## src/rtl/store_buffer.sv

```systemverilog
// Posted-store FIFO between MEM and data memory: drains one store per free port cycle and
// probes buffered stores for loads. Define SB_FWD_EN to enable store-to-load forwarding.
module store_buffer #(
  parameter int DEPTH = 4
) (
  input  logic        clk,
  input  logic        rst,
  input  logic        st_valid,
  output logic        st_ready,
  input  logic [7:0]  st_addr,
  input  logic [31:0] st_data,
  input  logic        st_by,
  input  logic        st_half,
  input  logic        ld_valid,
  input  logic [7:0]  ld_addr,
  input  logic        ld_by,
  input  logic        ld_half,
  input  logic        ld_unsign,
  output logic        ld_hit,
  output logic        ld_stall,
  output logic [31:0] ld_fwd_data,
  output logic        mem_we,
  output logic        mem_by,
  output logic        mem_half,
  output logic [7:0]  mem_addr,
  output logic [31:0] mem_wdata,
  output logic        empty
);
  localparam int PW = $clog2(DEPTH);

  typedef struct packed {
    logic [7:0]  addr;
    logic [31:0] data;
    logic        by;
    logic        half;
  } sb_entry_t;

  function automatic logic [7:0] sz(input logic by, input logic half);
    return by ? 8'd1 : (half ? 8'd2 : 8'd4);
  endfunction

  sb_entry_t         ent [DEPTH];
  logic [PW-1:0]     head, tail;
  logic [PW:0]       count;
  logic              full, push, drain_go;
  logic [DEPTH-1:0]  ov;
  logic              sel_found, fwd_ok;
  logic [PW-1:0]     sel_idx;
  logic [7:0]        lsz;
  sb_entry_t         head_e;

  assign empty    = (count == '0);
  assign full     = (count == (PW+1)'(DEPTH));
  assign st_ready = !full;
  assign push     = st_valid && st_ready;
  assign lsz      = sz(ld_by, ld_half);

  // Byte spans compared modulo 256 so stores near 0xFF wrap onto low addresses.
  for (genvar i = 0; i < DEPTH; i++) begin : g_ov
    logic [7:0] esz;
    assign esz   = sz(ent[i].by, ent[i].half);
    assign ov[i] = ((ld_addr - ent[i].addr) < esz) || ((ent[i].addr - ld_addr) < lsz);
  end

  // Scan oldest to youngest; the last overlapping held entry (youngest) wins.
  always_comb begin
    sel_found = 1'b0;
    sel_idx   = '0;
    for (int k = 0; k < DEPTH; k++) begin
      if (((PW+1)'(k) < count) && ov[head + PW'(k)]) begin
        sel_found = 1'b1;
        sel_idx   = head + PW'(k);
      end
    end
  end

`ifdef SB_FWD_EN
  sb_entry_t   sel_e;
  logic [31:0] ext;
  assign sel_e  = ent[sel_idx];
  assign fwd_ok = sel_found && (sel_e.addr == ld_addr) && (sz(sel_e.by, sel_e.half) >= lsz);

  always_comb begin
    ext = sel_e.data;
    if (ld_by)
      ext = ld_unsign ? {24'b0, sel_e.data[7:0]} : {{24{sel_e.data[7]}}, sel_e.data[7:0]};
    else if (ld_half)
      ext = ld_unsign ? {16'b0, sel_e.data[15:0]} : {{16{sel_e.data[15]}}, sel_e.data[15:0]};
  end

  assign ld_fwd_data = ld_hit ? ext : 32'b0;
`else
  logic unused_fwd;
  assign unused_fwd  = ^{ld_unsign, sel_idx};
  assign fwd_ok      = 1'b0;
  assign ld_fwd_data = 32'b0;
`endif

  assign ld_hit   = ld_valid && fwd_ok;
  assign ld_stall = ld_valid && sel_found && !fwd_ok;

  // Only a plain missing load takes the memory port; reset suppresses any write.
  assign drain_go = !rst && !empty && !(ld_valid && !ld_hit && !ld_stall);
  assign head_e   = ent[head];
  assign mem_we    = drain_go;
  assign mem_addr  = empty ? 8'b0  : head_e.addr;
  assign mem_wdata = empty ? 32'b0 : head_e.data;
  assign mem_by    = !empty && head_e.by;
  assign mem_half  = !empty && head_e.half;

  always_ff @(posedge clk) begin
    if (push) ent[tail] <= '{addr: st_addr, data: st_data, by: st_by, half: st_half};
  end

  always_ff @(posedge clk) begin
    if (rst) begin
      head  <= '0;
      tail  <= '0;
      count <= '0;
    end else begin
      if (push)     tail <= tail + PW'(1);
      if (drain_go) head <= head + PW'(1);
      case ({push, drain_go})
        2'b10:   count <= count + (PW+1)'(1);
        2'b01:   count <= count - (PW+1)'(1);
        default: count <= count;
      endcase
    end
  end
endmodule

```

## config.mk

```make
export PLATFORM = sky130hd
export DESIGN_NAME = store_buffer
export DESIGN_NICKNAME = d
export VERILOG_FILES = /design/src/rtl/store_buffer.sv
export SDC_FILE = /design/constraint.sdc
export NUM_CORES = 1
export LEC_CHECK = 0
export CAP_MARGIN = 25
export CORE_MARGIN = 2
export CORE_UTILIZATION = 30
export CTS_CLUSTER_SIZE = 8
export DETAILED_ROUTE_END_ITERATION = 10
export HOLD_SLACK_MARGIN = 0.15
export RECOVER_POWER = 25
export SYNTH_ARGS = -nofsm -noshare
export SYNTH_HDL_FRONTEND = slang
export SYNTH_SLANG_ARGS = --single-unit
```

## constraint.sdc

```tcl
create_clock -name clk -period 11.62 [get_ports clk]
set_input_delay 2.905 -clock clk [delete_from_list [all_inputs] [get_ports clk]]
set_output_delay 2.905 -clock clk [all_outputs]
set_load 0.05 [all_outputs]
```

# [After elaboration in Yosys (flattened, before gate mapping)]
# Memory sizes are Yosys's and may differ from the RTL's. A register that Yosys moved wholly into a read port is not among the register bits.
# Index checks and enable logic that the tools add are counted.
[totals] reg_bits=7 mem_bits_rw=168 out_inout_bits=79 mem_count=1
[memory_table] name="ent" depth=4 word_bits=42 rd=5 rd_clocked_by_memory_dff=1 wr=1 line="42" rtl="sb_entry_t ent [DEPTH];"
[op_classes] n_addsub=14 n_lt_le_gt_ge=16 n_eq_ne=3 mux=29 reduce_logical=22
[op_table] cell="< comparator 8 x 3 -> 1 bit" n=8
[op_table] cell="subtractor 8 bit" n=8
[op_table] cell="two-way mux 32 bit" n=1
[op_table] cell="two-way mux 3 bit" n=10
[op_table] cell="< comparator 2 x 3 -> 1 bit (second input constant)" n=4
[op_table] cell="logical AND 1 bit" n=11
[op_table] cell="two-way mux 1 bit" n=10
[op_table] cell="binary-select mux 1 bit (select 2 bit)" n=4
[op_table] cell="two-way mux 8 bit" n=1
[op_table] cell="< comparator 1 x 3 -> 1 bit (first input constant)" n=2
[op_table] cell="< comparator 2 x 3 -> 1 bit (first input constant)" n=2
[op_table] cell="one-hot mux 3 bit (2 select lines)" n=1
[op_table] cell="zero test 1 bit" n=5
[op_table] cell="adder 2 x 1 -> 2 bit (second input constant)" n=2
[op_table] cell="adder 2 bit (second input constant)" n=2
[op_table] cell="logical OR 1 bit" n=4
[op_table] cell="two-way mux 2 bit" n=2
[op_table] cell="adder 3 x 1 -> 3 bit (second input constant)" n=1
[op_table] cell="== test 3 bit (second input constant)" n=1
[op_table] cell="zero test 3 bit" n=1
[op_table] cell="subtractor 3 x 1 -> 3 bit (second input constant)" n=1
[op_table] cell="== test 2 x 1 -> 1 bit (second input constant)" n=1
[op_table] cell="== test 2 bit (second input constant)" n=1
[op_table] cell="nonzero test 2 bit" n=1

# [Depth between registers and ports, before layout]
# An unclocked memory read counts as a cell.
[depth] ltp_word=19 ltp_mapped=18 depth_no_buf=18

# [Worst setup path after synthesis]
# OpenSTA, ideal clock, no wires.
[synth_path] kind="input to output" from="input port ld_addr[1]" to="output port mem_we" arrival_ps=6075 t_required_ps=8715 setup_slack_ps=2640 path_stages=12 n_path_buf=0 path_cell_list="inv_1 fa_1 ha_1 a21boi_0 o21ai_0 nand3_1 a2111oi_0 a32oi_1 nor3b_1 nor4_2 and3_4 a211oi_2"
[synth_between] elab_chain_len=15 elab_cells_between_ends=41
[synth_lines] element="from (decl)" line="15" rtl="input logic [7:0] ld_addr,"
[synth_lines] element="subtractor 8 bit" line="62" rtl="assign ov[i] = ((ld_addr - ent[i].addr) < esz) || ((ent[i].addr - ld_addr) < lsz);"
[synth_lines] element="< comparator 8 x 3 -> 1 bit" line="62"
[synth_lines] element="logical OR 1 bit" line="62"
[synth_lines] element="binary-select mux 1 bit (select 2 bit)" line="70" rtl="if (((PW+1)'(k) < count) && ov[head + PW'(k)]) begin"
[synth_lines] element="two-way mux 1 bit (implied by the code)" line="70"
[synth_lines] element="logical AND 1 bit" line="70"
[synth_lines] element="two-way mux 1 bit (3 in a row)" line="70"
[synth_lines] element="two-way mux 1 bit (*)" line="70"
[synth_lines] element="logical AND 1 bit (*)" line="100" rtl="assign ld_stall = ld_valid && sel_found && !fwd_ok;"
[synth_lines] element="zero test 1 bit (*)" line="103" rtl="assign drain_go = !rst && !empty && !(ld_valid && !ld_hit && !ld_stall);"
[synth_lines] element="logical AND 1 bit (*)" line="103"
[synth_lines] element="zero test 1 bit (*)" line="103"
[synth_lines] element="logical AND 1 bit (*)" line="103"
[synth_lines] element="to (decl)" line="22" rtl="output logic mem_we,"
# Mark *: on every way between the ends. The rest lies on a longest branch, timed or not. The select of a mux whose other input is x is not followed.

# [Final worst setup path]
[layout_path] from="input port ld_addr[0]" to="output port mem_we"
# Same word-level chain as after synthesis.

==> impl_metrics.tcl <==
set metrics [dict create \
    status "completed" \
    io_buffers 101 \
    routedWlPerCell_um 17.9 \
    slew_headroom_pct 55.3 \
    ctsHtreeMaxLevel 4 \
    ys_warn_count 0 \
    yosysSeqAreaShare_pct 49.8 \
    path_class "primary input to output pin" \
    yosysUniqueCellTypes 75 \
    start_util_pct 30.4 \
    drc 0 \
    dieWidth_um 191 \
    clk_latency_ns 0.43 \
    rsz0062_at_grt "no" \
    grt_overflow_total 0 \
    fin_nets 1047 \
    drive_gt1_share_pct 11.6 \
    hpwl_um 17800 \
    dieArea_sq_um 36500 \
    path_clk_slew_ns 0.07 \
    num_vias 6717 \
    grt_use_met2_pct 24.0 \
    cts_made_buffers 17 \
    min_path_type "register to register" \
    ir_drop_mv 0.173 \
    leakage_nw 4.54 \
    cp.arrival_ns 7.79 \
    finalSetupTns_ns 0 \
    cp_max_fo 5 \
    grt_usage_pct 13.8 \
    wl_um 24500 \
    synth_largest_area_cell "edfxtp_1" \
    min_period_ns 10.70 \
    cts_sinks 177 \
    dp_slack_ns 0.925 \
    start_kind "primary input" \
    die_h_um 191 \
    total_power_mw 2.51 \
    period_share_pct 92.1 \
    synth_ff_type "edfxtp_1" \
    clockBufferDepth 2 \
    synth_top_area_share_pct 48.1 \
    grt_pass1_wl_um 38200 \
    io_pins 136 \
    firstDrtPassIters 5 \
    antenna_found_initial 2 \
    cts_resized 0 \
    layout_setup_ws_ns 0.920 \
    drv_cap 0 \
    swShare_pct 39.8 \
    grt_use_met3_pct 4.02 \
    hold_violations 0 \
    postCtsHoldBufs 0 \
    clkPwrFrac_pct 22.9 \
    synthArstFlopShare_pct 0 \
    setup_viol 0 \
    area.growth.synth_to_final_pct 18.9 \
    holdPathStages 2 \
    busiest_layer "met2" \
    intPower_mw 1.51 \
    postCtsSetupBuffers 0 \
    drt-initial-drc-count 397 \
    ant_nets 0 \
    endpoint_kind "output pin" \
    switchingPower_mw 0.999 \
    synth_area_sq_um 10500 \
    synthCells 808 \
    fin_util_pct 36.2 \
    reg2regPathDepth 16 \
    root_buffer "clkbuf_16" \
    pwr-share-comb_pct 45.3 \
    final_area_sq_um 12500 \
    num_rows 68 \
    grt_pass1_vias 6925 \
    tritoncts "built" \
    multiInputGateArea_sq_um 4760 \
    met1_usage_pct 16.7 \
    fin_worst_skew_ns 0.0114 \
    synth_edf_count 168 \
    nFillCells 3330 \
    place_congestion 0.799 \
    tightest_slew_ns 0.668 \
    via_per_inst 4.90 \
    crit_required_ns 8.72 \
    slew_viol_final 0 \
    synth-seq-cells 177 \
    powerDensity_nw_per_um2 202 \
    p_seq_share_pct 31.8 \
    regArea_sq_um 5230 \
    yosys-top-cells-area "edfxtp_1, ha_1, mux4_2, nor2b_1, buf_4" \
    placed_area_sq_um 11900 \
    postSynthAreaPerCell_sq_um 13.0 \
    fmax_mhz 93.5 \
    core-area_sq_um 34500 \
    grt_max_degree 40 \
]
cell usage after synthesis (4+ instances only):
cell and number:
and2_1 5, nand3_1 9, buf_1 7, nand2_1 25
xor2_1 19, a21o_1 18, a21oi_1 32, nor2_1 19
nor2b_1 49, o211ai_1 6, o21ai_0 18, inv_1 63
dfxtp_1 9, mux4_2 42, and4b_1 4, xnor2_1 10
o2111ai_1 5, nand2b_1 8, nor3_1 5, clkbuf_1 21
edfxtp_1 168, o21a_1 5, buf_2 4, mux2i_1 4
a211o_1 4, buf_4 33, a31oi_1 8, ha_1 81
and3_1 13, fa_1 8, or2_2 8, nand4_1 5
a21boi_0 6, a221oi_1 6, a211oi_1 11, nand3b_1 8
or3_1 7
layout make-up:
cell class,instances,share of cell area [%]
Antenna cell,2,0.0402
Clock buffer,20,3.50
Clock inverter,12,1.25
Inverter,63,1.90
Multi-Input combinational cell,533,38.2
Sequential cell,177,42.0
Tap cell,455,4.57
Timing Repair Buffer,109,8.60
cells by family after synthesis:
| group | count (synthesis) | synth area share [%] |
|---|---|---|
| other | 1 | 0.0358 |
| xor gates and xnor gates | 29 | 2.42 |
| adders and majority gates | 89 | 11.2 |
| buffers and inverters | 130 | 6.03 |
| AOI/OAI and AO/OA | 156 | 10.9 |
| DFF | 177 | 49.8 |
| and+or+nand+nor | 178 | 9.99 |
| muxes | 48 | 9.62 |
critical path, stage by stage:
cell	delay [ns]
clkdlybuf4s50_1	0.60
inv_1	0.16
ha_1	0.25
inv_1	0.07
fa_1	0.43
ha_1	0.30
a21boi_0	0.12
o21ai_0	0.24
o2111ai_1	0.18
a2111oi_0	0.40
a32oi_1	0.29
a221oi_2	0.32
nand2_1	0.12
and3_4	0.19
a211oi_2	0.33
clkdlybuf4s50_1	0.87
placed cells by master (no fill, tap or decap), types with 7 or more instances in the layout:
master and n:
a21o_1 18, clkdlybuf4s50_1 75, clkbuf_16 17, and3_1 9
nand2_1 25, buf_4 8, nand3_1 9, dlygate4sd3_1 26
inv_1 63, or3_1 7, fa_1 8, or2_2 8
xor2_1 19, a21oi_1 32, a31oi_1 8, dfxtp_1 7
nand3b_1 8, conb_1 33, nor2b_1 48, nor2_1 19
xnor2_1 10, o21ai_0 18, mux4_2 42, nand2b_1 8
edfxtp_1 168, ha_1 81, a211oi_1 11
power by group through the flow:
| stage | sequential [mW] | combinational (mW) | clock, mW |
|---|---|---|---|
| 6_report | 0.798 | 1.14 | 0.575 |
| 5_1_grt | 0.806 | 1.22 | 0.614 |
| 4_1_cts | 0.799 | 1.16 | 0.590 |
| 3_5_place_dp | 0.813 | 1.15 | 0 |
| 3_3_place_gp | 0.811 | 1.15 | 0 |
| 2_1_floorplan | 0.787 | 0.824 | 0 |
final timing paths:
kind	startpoint	to	slack, ns
setup / recovery	ld_addr[0]	mem_we	0.92
hold / removal	tail[0]$_SDFFE_PP0P_	tail[0]$_SDFFE_PP0P_	0.60
setup reg to reg	ent[0][34]$_DFFE_PP_	count[2]$_SDFFE_PP0P_	7.04
hold reg to reg	tail[0]$_SDFFE_PP0P_	tail[0]$_SDFFE_PP0P_	0.60
routing by layer:
layer | share of wire, % | wire (um)
met5 | 0 | 0
met3 | 5.9 | 1440
met2 | 50 | 12200
met1 | 43 | 10600
met4 | 1.1 | 282
through the flow:
step | hold WS (ns) | std cells
2_1_floorplan | 0.538 | 840
6_report | 0.605 | 1371
5_1_grt | 0.633 | 1370
3_3_place_gp | 0.562 | 1337
4_1_cts | 0.604 | 1369
3_5_place_dp | 0.586 | 1337
flip-flops by register name, indices dropped and copies added, names as in the netlist, named ones only:
name / cells
ent: 168
count: 3
head: 2
tail: 2
Power figures use the tool's default switching activity.
